`config.mk`:
```
export PLATFORM = sky130hd
export DESIGN_NAME = z80_mem_bridge
export DESIGN_NICKNAME = d
export VERILOG_FILES = /design/src/rtl/z80_mem_bridge.sv
export SDC_FILE = /design/constraint.sdc
export NUM_CORES = 1
export LEC_CHECK = 0
export BUFFER_PORTS_ARGS = -buffer_cell sky130_fd_sc_hd__buf_2
export CORE_MARGIN = 2
export CORE_UTILIZATION = 38
export DETAILED_ROUTE_END_ITERATION = 8
export HOLD_SLACK_MARGIN = 0.15
export PLACE_DENSITY = 0.65
export SKIP_LAST_GASP = 1
export SYNTH_ARGS = -nofsm -noshare
export SYNTH_HDL_FRONTEND = slang
export SYNTH_SLANG_ARGS = --single-unit
```
`constraint.sdc`:
```
create_clock -name clk -period 1.9 [get_ports clk]
set_input_delay 0.19 -clock clk [delete_from_list [all_inputs] [get_ports clk]]
set_output_delay 0.19 -clock clk [all_outputs]
set_load 0.02 [all_outputs]
```
`src/rtl/z80_mem_bridge.sv`:
```
// Bridge between the Z80 memory bus and the on-chip 1 KiB RAM.
// Registers the RAM address and write data, and stretches reads with wait_n to cover the RAM's registered read.
module z80_mem_bridge #(
    parameter logic [15:0] BASE_ADDR = 16'h0000
) (
    input  logic        clk,
    input  logic        rst,
    input  logic [15:0] a,
    input  logic [7:0]  d_in,
    output logic [7:0]  d_out,
    output logic        d_oe,
    input  logic        mreq_n,
    input  logic        rd_n,
    input  logic        wr_n,
    output logic        wait_n,
    output logic [9:0]  mem_addr,
    output logic [7:0]  mem_din,
    output logic        mem_we,
    input  logic [7:0]  mem_dout
);

    localparam int unsigned AW = 10;
    localparam int unsigned DW = 8;

    typedef enum logic [2:0] {
        IDLE,
        RD_ADDR,
        RD_DATA,
        RD_HOLD,
        WR_PULSE,
        WR_HOLD
    } state_t;

    state_t          state, state_nxt;
    logic [AW-1:0]   mem_addr_nxt;
    logic [DW-1:0]   mem_din_nxt;
    logic [DW-1:0]   d_out_nxt;
    logic            mem_we_nxt;
    logic            d_oe_nxt;
    logic            wait_n_nxt;

    logic sel;
    logic rd_act;
    logic wr_act;

    assign sel    = !mreq_n && (a[15:10] == BASE_ADDR[15:10]);
    assign rd_act = !mreq_n && !rd_n;
    assign wr_act = !mreq_n && !wr_n;

    // State and all bus-facing outputs are registered here.
    always_ff @(posedge clk or posedge rst) begin
        if (rst) begin
            state    <= IDLE;
            mem_addr <= '0;
            mem_din  <= '0;
            mem_we   <= 1'b0;
            d_out    <= '0;
            d_oe     <= 1'b0;
            wait_n   <= 1'b1;
        end else begin
            state    <= state_nxt;
            mem_addr <= mem_addr_nxt;
            mem_din  <= mem_din_nxt;
            mem_we   <= mem_we_nxt;
            d_out    <= d_out_nxt;
            d_oe     <= d_oe_nxt;
            wait_n   <= wait_n_nxt;
        end
    end

    // Next-state and next-output logic; mem_we defaults low so it can only ever pulse.
    always_comb begin
        state_nxt    = state;
        mem_addr_nxt = mem_addr;
        mem_din_nxt  = mem_din;
        mem_we_nxt   = 1'b0;
        d_out_nxt    = d_out;
        d_oe_nxt     = d_oe;
        wait_n_nxt   = wait_n;

        case (state)
            IDLE: begin
                if (sel && !rd_n) begin
                    mem_addr_nxt = a[AW-1:0];
                    wait_n_nxt   = 1'b0;
                    state_nxt    = RD_ADDR;
                end else if (sel && !wr_n) begin
                    mem_addr_nxt = a[AW-1:0];
                    mem_din_nxt  = d_in;
                    mem_we_nxt   = 1'b1;
                    state_nxt    = WR_PULSE;
                end
            end
            RD_ADDR: begin
                if (!rd_act) begin
                    wait_n_nxt = 1'b1;
                    state_nxt  = IDLE;
                end else begin
                    state_nxt  = RD_DATA;
                end
            end
            RD_DATA: begin
                if (!rd_act) begin
                    wait_n_nxt = 1'b1;
                    state_nxt  = IDLE;
                end else begin
                    d_out_nxt  = mem_dout;
                    d_oe_nxt   = 1'b1;
                    wait_n_nxt = 1'b1;
                    state_nxt  = RD_HOLD;
                end
            end
            RD_HOLD: begin
                if (!rd_act) begin
                    d_oe_nxt  = 1'b0;
                    state_nxt = IDLE;
                end
            end
            WR_PULSE: begin
                // The RAM commits the write on this edge regardless of the strobes.
                state_nxt = WR_HOLD;
            end
            WR_HOLD: begin
                if (!wr_act) begin
                    state_nxt = IDLE;
                end
            end
            default: begin
                state_nxt  = IDLE;
                d_oe_nxt   = 1'b0;
                wait_n_nxt = 1'b1;
            end
        endcase
    end

endmodule

```
# Yosys cells after proc, flatten, opt, wreduce, memory -nomap -nowiden
# Cells that the tools add are included.
[totals]
reg_bits = 32
latch_bits = 0
ramBits = 0
romBits = 0
input_bits = 37
out_inout_bits = 29
elab_cells = 58
n_memories = 0
[classes]
add_sub_neg = 0
mul = 0
n_div = 0
magnitude_cmp = 0
eq_ne = 11
shift = 0
muxes = 18
bitwise = 3
n_reduce_logical = 19
[op_table]
columns = ["cell", "count"]
rows = [
  ["10-bit 2-to-1 mux", 2],
  ["3-bit one-hot mux with 6 select lines", 1],
  ["3-bit 2-to-1 mux", 4],
  ["3-bit AND reduction", 4],
  ["2-bit != test, second input constant", 5],
  ["1-bit 2-to-1 mux", 7],
  ["3-bit by 2-bit == test with 1-bit output, second input constant", 2],
  ["3-bit == test, second input constant", 2],
  ["6-bit zero test", 1],
  ["1-bit one-hot mux with 3 select lines", 2],
  ["1-bit logical AND", 5],
  ["2-bit 2-to-1 mux", 2],
  ["2-bit AND reduction", 2],
  ["4-bit OR reduction", 1],
  ["3-bit by 1-bit == test with 1-bit output, second input constant", 1],
  ["1-bit zero test", 3],
  ["3-bit zero test", 1],
  ["3-bit != test, second input constant", 1],
  ["1-bit inverter", 3],
  ["3-bit OR reduction", 1],
  ["2-bit nonzero test", 1],
]

# Depth between registers and ports, before layout
# Gate-level depths: netlist of the first run.
[depth]
word_depth = 6
depth_mapped = 3
ltp_nobuf = 3

# Worst setup path before layout of the first run
# OpenSTA, ideal clock, no wires.
[synth_path]
kind = "register to register"
start = "reg state[1]"
end = "reg mem_din[0]"
setup_ns = 0.125
arrival_time_ns = 1.377
required_time_ns = 1.775
setup_slack_ns = 0.398
stages_incl_launch_ff = 4
n_path_buf = 0
period_less_slack_ns = 1.502
cell_sequence = "dfrtp_1 nor4_4 nand4_4 mux2_2"
[synth_via]
elab_chain_len = 2
[synth_rtl]
columns = ["element", "line_no", "rtl"]
rows = [
  ["start: declaration", "34", "state_t state, state_nxt;"],
  ["start signal: assignment", "61", "state <= state_nxt;"],
  ["3-bit zero test", "81", "case (state)"],
  ["3-bit AND reduction (no source line)", "n/a", ""],
  ["end signal: assignment", "63", "mem_din <= mem_din_nxt;"],
  ["end: declaration", "17", "output logic [7:0] mem_din,"],
]
# No other way between the ends.
# A chain may end at the register's enable or synchronous reset.

# Worst setup path after layout of the first run
[layout_path]
start = "in a[11]"
end = "reg mem_din[2]"
[layout_via]
elab_chain_len = 5
word_cells_on_any_way = 6
classes_between = "bitwise: 1; reduce/logical: 5"
[layout_rtl]
columns = ["element", "line_no", "rtl"]
rows = [
  ["start: declaration", "8", "input logic [15:0] a,"],
  ["6-bit zero test *", "46", "assign sel = !mreq_n && (a[15:10] == BASE_ADDR[15:10]);"],
  ["1-bit logical AND *", "46", ""],
  ["1-bit logical AND", "83", "if (sel && !rd_n) begin"],
  ["1-bit inverter (no source line)", "n/a", ""],
  ["3-bit AND reduction (no source line) *", "n/a", ""],
]
# Every way passes the cells marked *; elsewhere a longest branch is shown, timed or not.

==> results.toml, run 1 <==
[finish]
antenna_cells = 0
postLayoutCellArea_um2 = 2130
fillerInstances = 266
register_area_um2 = 802
fin_cells = 240
nNetsFinal = 230
area_growth_pct = 60.8
drive_above_1_share_pct = 54.6
multi_input_area_um2 = 515

[floorplanning]
die_h_um = 63.1
dieArea_um2 = 3980
core_region_area_um2 = 3340
start_util_pct = 39.7
die_x_um = 63.1
pin_count = 66
rows = 21

[logic_synthesis]
synth_cells = 88
synth_edf_count = 0
avgSynthCellArea_um2 = 15.1
yosysMostFrequentCell = "dfrtp_1"
yosys_most_used_dff = "dfrtp_1"
postSynthRegisterBits = 32
synthTopCellsByArea = "dfrtp_1, mux2_2, dfstp_2, nand4_4, nor4_4"
yosysUniqueCellTypes = 25
syn-num-nets = 125
netlist.area_leader.share_pct = 58.5
synth_commonest_cells = "dfrtp_1, mux2_2, nand2_1"
synth_area_um2 = 1330
yosysWarnings = 0
synth_top_cell_by_area = "dfrtp_1"
async_flop_share_pct = 100
ys_seq_area_share_pct = 60.5

[global_route]
grt_overflow = 0
grtUsageTotal_pct = 17.1
grt_first_pass_wirelength_mm = 5.12
grt_max_degree = 33
grtUsageMet1_pct = 19.6
grt_pass1_vias = 1103
antenna_found_initial = 0
grt_util_met2_pct = 28.3
busiest_layer = "met2"
use_met3_pct = 5.18

[sta]
rsz0062_at_grt = "no"
tns_ns = 0
finalHoldViolations = 0
timing.slew.headroom_pct = 69.3
period_needed_ns = 1.65
setup_viol = 0
timing.final.max_slew_violations = 0
worst_slew_pin_slew_ns = 0.459
finalCritPeriodShare_pct = 86.7
clock_skew_ns = 0.00566
fmax_mhz = 607
setup_ws_ns = 0.252

[place]
gp_congestion = 0.721
dp_slack_ns = 0.222
dp_cells = 200
place_area_um2 = 1720
hpwl_mm = 2.06
portBuffers = 65

[clock_network]
cts_max_level = 2
clk_pin_slew_worst_paths_ns = 0.10
clk_latency_ns = 0.33
cts_tree = "done"
cts_buffer_depth = 2
clkSinkCount = 32
cts_root_buf = "clkbuf_4"
cts_buffers = 5
cts_resized = 0
cts_setup_buffers = 0

[worst_setup_path]
critPathLaunch = "a[11]"
worstPathArrival_ns = 1.88
cp_max_fo = 9
cp-start-kind = "primary input"
end_kind = "flop"
path_cells = "dlygate4sd3_1 -> buf_2 -> nor3_2 -> nand4_4 -> mux2_2"
crit_buf_inv = 2
critPathKind = "primary input to flop"
reg2reg_depth = 3
required_ns = 2.13
cp_slowest_stage_delay_ns = 0.54
rr_startpoint = "state[1]"
r2r_slack_ns = 0.26
critPathTopFamily = "simple AND/OR/NAND/NOR gates"
critPathSlowestCell = "dlygate4sd3_1"
reg2reg_to = "mem_din[2]"

[worst_hold_path]
worstHoldStart = "a[10]"
hold_end = "mem_we"
hold_depth = 4
min_path_type = "primary input to flop"

[drt]
final_antenna_net_count = 0
num_vias = 1105
wl_per_cell_um = 12.6
viasPerCell = 4.60
drc = 0
first_iter_violations = 31
dr.pass1.iters = 4
totalWireLength_mm = 3.02

[power]
p_total_mw = 1.69
power_density_nw_per_um2 = 792
p_leak_nw = 1.14
irDropWorstVdd_mv = 0.405

[job]
maxCapViolCount = 0

[status]
outcome = "finished clean"
-- tightest hold or removal path: cells and delay by family --
kind / cells / cell delay [ns]
AND/OR/NAND/NOR: 3 / 0.18
buffers and inverters: 1 / 0.08
-- final cells by class --
cell class              count  area share (%)
well taps                  46            2.70
clock inverters             1            1.41
clock buffers               7            3.05
multi-input cells          54            24.2
inverters                   2           0.352
repair buffers             98            30.7
flip-flops and latches     32            37.6
-- registers in the layout, indices dropped and copies added, names as in the netlist --
register / count
mem_addr: 10
mem_din: 8
wait_n: 1
state: 3
mem_we: 1
d_oe: 1
d_out: 8
-- kinds of logic after synthesis --
family / after synthesis / share of synthesized area (%)
flops: 32 / 60.5
mux: 26 / 22.1
simple gates: 19 / 11.7
compound gates: 9 / 5.10
buf+inv: 2 / 0.567
-- per-layer routing --
| metal | up-vias | routed length, um |
|---|---|---|
| met4 | 0 | 91 |
| met1 | 530 | 1140 |
| met5 | - | 0 |
| met3 | 9 | 126 |
| li1 | 534 | - |
| met2 | 32 | 1670 |
-- placed cells by master, fill, tap and decap left out, types with 2 or more instances in the layout --
master / n
o21ai_0: 2
inv_1: 2
nand3b_1: 2
buf_2: 65
clkbuf_4: 5
dlygate4sd3_1: 32
dfrtp_1: 31
mux2_2: 26
nor2b_1: 2
nor3_1: 2
clkbuf_8: 2
nand2_1: 3
nor2_1: 2
-- report_power, final --
part	switching, mW	leakage [nW]	internal [mW]
Sequential	0.0342	0.429	0.744
Combinational	0.166	0.659	0.166
Clock	0.229	0.0515	0.349
-- per-stage QoR --
step	hold slack (ns)	util (%)
global route	0.152	63.9
global placement	0.284	51.4
detailed placement	0.300	51.4
floorplan	0.260	-
CTS	0.152	63.3
finish	0.164	63.9
-- worst max path at each step --
stage	to	slack (ns)	cells past startpoint
after floorplan	mem_din[0]	0.40	3
after global placement	mem_din[0]	0.31	3
after detailed placement	mem_din[2]	0.22	3
after CTS	mem_din[5]	0.23	3
after global routing	mem_din[5]	0.17	3
final	mem_din[2]	0.25	5
-- timing repair --
action / in CTS / in global routing
endpoints found under the hold margin: 60 / 1
hold buffers: 30 / 2
endpoints found under the setup margin: 0 / 0
Power figures use the tool's default switching activity.
==> inputs of run 2 (changes only) <==
ABC_AREA = 1   (was unset)
PLACE_DENSITY = 0.64   (was 0.65)
SLEW_MARGIN = 10   (was unset)
==> run 2 against run 1 <==
Effect of this change: worst hold slack worse by 0.013 ns; wire length up 18%; flip-flop and latch count unchanged; combinational power up 140%; count of clock-buffer cells in the layout unchanged; die area up 8.8%; core utilization down 5.4 points; largest cell class unchanged; power up 36%; critical path depth up 2; sequential share of layout area down 0.15 points; sequential power up 21%; global-route usage up 1.6 points.
==> results.toml, run 2 <==
[clock_network]
cts_root_buf = "clkbuf_8"
cts_max_level = 2
clkSinkCount = 32
cts_resized = 0
clk_latency_ns = 0.28
cts_buffer_depth = 2
hold_buffers = 21
clk_pin_slew_worst_paths_ns = 0.07
cts_tree = "done"
cts_buffers = 5
cts_setup_buffers = 0

[power]
p_leak_nw = 1.26
irDropWorstVdd_mv = 0.511
power_density_nw_per_um2 = 1070

[finish]
area_growth_pct = 47.5
post-route-util_pct = 58.4
antenna_cells = 0
final_common_cell = "nand2_1"
multi_input_area_um2 = 567
postLayoutCellArea_um2 = 2140
largest_reg_flops = 10
register_area_um2 = 802
nNetsFinal = 299
layout_common_cells = "nand2_1, buf_2, dfrtp_1"
fillerInstances = 324
largest-register = "mem_addr"
drive_above_1_share_pct = 34.2
reg_top3 = "mem_addr: 10 flops, d_out: 8 flops, mem_din: 8 flops"

[place]
portBuffers = 65
place_area_um2 = 1840
hpwl_mm = 2.32
gp_congestion = 0.739

[drt]
num_vias = 1412
viasPerCell = 4.54
final_antenna_net_count = 0
totalWireLength_mm = 3.56
dr.pass1.iters = 4
first_iter_violations = 47
wl_per_cell_um = 11.4
drc = 0

[sta]
worst_slew_pin_slew_ns = 0.445
fin_hold_ws_ns = 0.150
finalCritPeriodShare_pct = 68.1
timing.final.max_slew_violations = 0
rsz0062_at_grt = "no"
tns_ns = 0
setup_viol = 0
finalHoldViolations = 0
clock_skew_ns = 0.00393
fmax_mhz = 773
timing.slew.headroom_pct = 70.2
period_needed_ns = 1.29

[logic_synthesis]
synth_compound_area_share_pct = 6.56
netlist.area_leader.share_pct = 53.5
synthTopCellsByArea = "dfrtp_1, nand2_1, nand3_1, o21ai_1, nor2_1"
async_flop_share_pct = 100
synth_top_cell_by_area = "dfrtp_1"
ys_seq_area_share_pct = 55.3
synth_area_um2 = 1450
postSynthRegisterBits = 32
yosysWarnings = 0
avgSynthCellArea_um2 = 8.53
yosys_most_used_dff = "dfrtp_1"
syn-num-nets = 207
synth_xor_area_share_pct = 0
synthMuxAreaShare_pct = 0
yosysMostFrequentCell = "nand2_1"
synth_cells = 170
synth_commonest_cells = "nand2_1, dfrtp_1, nand3_1"
yosysUniqueCellTypes = 21
synthAdderAreaFrac_pct = 0
synth_edf_count = 0
synth_simple_gate_area_share_pct = 32.5
synth_top_family_by_area = "simple AND/OR/NAND/NOR gates"

[global_route]
grt_overflow = 0
grt_pass1_vias = 1423
antenna_found_initial = 0
grtUsageTotal_pct = 18.7
grt_first_pass_wirelength_mm = 6.04
grt_max_degree = 33

[worst_setup_path]
required_ns = 2.12
critPathLaunch = "state[1]"
r2r_slack_ns = 0.61
rr_startpoint = "state[1]"
end_kind = "flop"
worstPathArrival_ns = 1.52
reg2reg_to = "mem_din[6]"
reg2reg_depth = 7
cp-start-kind = "flop"
critPathKind = "flop to flop"
cp_max_fo = 9

[floorplanning]
pin_count = 66
die_x_um = 65.8
start_util_pct = 39.6
rows = 22
core_region_area_um2 = 3660
die_h_um = 65.8
dieArea_um2 = 4330

[job]
maxCapViolCount = 0

[worst_hold_path]
min_path_type = "primary input to flop"
worstHoldStart = "mem_dout[7]"
hold_end = "d_out[7]"
hold_depth = 3

[status]
outcome = "finished clean"
-- run 2: layout make-up --
class,instances,share of cell area (%)
tap,48,2.81
clock buffer,7,4.04
multi-input combinational,121,26.5
inverter,14,2.51
clock inverter,1,0.351
sequential,32,37.5
timing repair buffer,88,26.3
-- run 2: where the power goes --
part	internal, mW	switching (mW)
clock	0.294	0.247
combinational	0.278	0.535
sequential	0.851	0.0920
-- run 2: cell families after synthesis --
family                 count (synthesis)
and+or+nand+nor                      105
DFF                                   32
AOI/OAI and AO/OA                     16
buffers and inverters                 17
-- run 2: how the worst max path moves through the flow --
stage / end / slack, ns / depth (start not counted)
6_report: mem_din[6] / 0.61 / 7
5_1_grt: d_out[2] / 0.47 / 6
4_1_cts: mem_din[6] / 0.59 / 7
3_5_place_dp: mem_din[7] / 0.61 / 7
3_3_place_gp: mem_din[6] / 0.63 / 7
2_1_floorplan: mem_addr[0] / 0.71 / 7
-- run 2: through the flow --
stage,std cells,power [mW],setup slack [ns]
finish,311,2.30,0.606
global route,311,2.47,0.466
CTS,311,2.32,0.592
floorplan,170,1.50,0.706
global placement,282,1.73,0.627
detailed placement,282,1.74,0.613
-- run 2: critical path: stages (launching register included) --
cell	delay, ns
dfrtp_1	0.42
inv_2	0.09
nand2_2	0.06
nor2_4	0.15
nand4_4	0.21
clkinv_2	0.17
nand2_1	0.07
nand2_1	0.06
-- run 2: routing by layer --
layer	track usage (%)	vias up	share of wire, %
met5	0	-	0
met4	7.81	0	1.3
met3	5.62	4	7.5
met2	32.8	49	49
met1	21.0	642	43
li1	-	717	-
==> inputs of run 3 (changes only) <==
PLACE_DENSITY = 0.67   (was 0.64)
clock period = 1.1 ns   (was 1.9 ns; I/O delays follow)
==> run 3 against run 2 <==
Effect of this change: the flow now finishes with violations (setup timing); fmax rose by 3.4%; critical path depth did not move; die area did not move; critical endpoint is now mem_din[5]; highest routed layer unchanged.
==> results.toml, run 3 (synthesized netlist as in run 2, its figures left out) <==
[status]
outcome = "finished, violations left"
violations = "setup timing"

[finish]
final_common_cell = "nand2_1"
antenna_cells = 0
largest_reg_flops = 10
area_growth_pct = 68.4
fin_cells = 337
largest-register = "mem_addr"
layout_common_cells = "nand2_1, buf_2, dfrtp_1"
postLayoutCellArea_um2 = 2440
reg_top3 = "mem_addr: 10 flops, d_out: 8 flops, mem_din: 8 flops"
fillerInstances = 312
drive_above_1_share_pct = 43.9
nNetsFinal = 325

[worst_setup_path]
path_cells = "inv_2 -> nand2_2 -> nor2_4 -> nand4_4 -> inv_4 -> nand2_1 -> nand2_1"
rr_startpoint = "state[0]"
critPathLaunch = "state[0]"
reg2reg_to = "mem_din[5]"
end_kind = "flop"
critPathKind = "flop to flop"
cp_slowest_stage_delay_ns = 0.39
r2r_slack_ns = -0.15
reg2reg_depth = 7
worstPathArrival_ns = 1.47
cp-endpoint = "mem_din[5]"
cp_max_fo = 6
critPathSlowestCell = "dfrtp_1"
crit_top_cell = "nand2_1"
cp-start-kind = "flop"
required_ns = 1.32

[floorplanning]
dieArea_um2 = 4330
die_h_um = 65.8
die_x_um = 65.8
rows = 22
pin_count = 66
start_util_pct = 39.6
core_region_area_um2 = 3660

[clock_network]
clk_latency_ns = 0.28
cts_buffers = 5
cts_max_level = 2
cts_buffer_depth = 2
clkSinkCount = 32
clk_pin_slew_worst_paths_ns = 0.07
cts_root_buf = "clkbuf_8"
cts_tree = "done"

[place]
dp_slack_ns = -0.155
dp_cells = 294
gp_congestion = 0.803
hpwl_mm = 2.47
portBuffers = 65
place_area_um2 = 1930

[sta]
setup_ws_ns = -0.151
finalHoldViolations = 0
worst_slew_pin_slew_ns = 0.493
timing.final.max_slew_violations = 0
rsz0062_at_grt = "yes"
tns_ns = -2.81
period_needed_ns = 1.25
timing.slew.headroom_pct = 67.0
fmax_mhz = 799
clock_skew_ns = 0.00462
setup_viol = 26
finalCritPeriodShare_pct = 114

[global_route]
grt_max_degree = 33
grtUsageTotal_pct = 19.8
grt_overflow = 0
grt_pass1_vias = 1440
grt_first_pass_wirelength_mm = 6.44
antenna_found_initial = 0

[drt]
wl_per_cell_um = 12.0
num_vias = 1546
first_iter_violations = 55
totalWireLength_mm = 4.05
viasPerCell = 4.59
dr.pass1.iters = 4
final_antenna_net_count = 0
drc = 0

[job]
maxCapViolCount = 0

[power]
irDropWorstVdd_mv = 1.11
power_density_nw_per_um2 = 1750
p_leak_nw = 1.41

[worst_hold_path]
min_path_type = "primary input to flop"
run 3: layout make-up:
| cell class | instances | area, um^2 | share of cell area (%) |
|---|---|---|---|
| clock buffer | 5 | 68.8 | 2.82 |
| tap | 48 | 60.1 | 2.46 |
| timing repair inverter | 1 | 6.26 | 0.256 |
| inverter | 14 | 62.6 | 2.56 |
| timing repair buffer | 110 | 753 | 30.8 |
| clock inverter | 3 | 18.8 | 0.768 |
| multi-input combinational | 124 | 669 | 27.4 |
| sequential | 32 | 803 | 32.9 |
run 3: through the flow:
step           total power [mW]  hold slack, ns  util [%]
3_3_place_gp               3.13           0.163      52.8
6_report                   4.27           0.229      66.7
2_1_floorplan              2.61           0.220         -
4_1_cts                    4.25           0.228      65.2
3_5_place_dp               3.15           0.176      52.8
5_1_grt                    4.54           0.250      66.7
run 3: report_power, final:
part           internal (mW)  switching [mW]
clock                  0.440           0.436
sequential              1.47           0.172
combinational          0.701            1.05
total                   2.61            1.66
run 3: worst max-delay path: cells and delay by family, from the launching register on:
kind	cells	cell delay (ns)
buf+inv	2	0.22
simple gates	5	0.58
flops	1	0.39
run 3: worst min path at each step:
stage / slack [ns] / depth (start not counted) / start / endpoint
2_1_floorplan: 0.22 / 2 / d_in[0] / mem_din[0]
3_3_place_gp: 0.16 / 3 / rst / mem_din[6]
3_5_place_dp: 0.18 / 3 / rst / mem_din[6]
4_1_cts: 0.23 / 5 / rd_n / state[1]
5_1_grt: 0.25 / 5 / wr_n / state[2]
6_report: 0.23 / 5 / wr_n / state[2]
run 3: layer usage:
layer	global-route usage [%]	vias to the layer above	share of wire [%]
li1	-	780	-
met1	25.8	706	43
met2	31.2	56	49
met3	5.45	4	5.9
met4	8.07	0	1.3
met5	0	-	0
run 3: what timing repair did:
| action | CTS | global route |
|---|---|---|
| setup buffers | 2 | 3 |
| resized for setup | 13 | 12 |
| pin swaps | 9 | 1 |
| hold buffers | 27 | 0 |
| cloned | 4 | 0 |
| hold endpoints to repair | 58 | 0 |
| endpoints found under the setup margin | 31 | 32 |
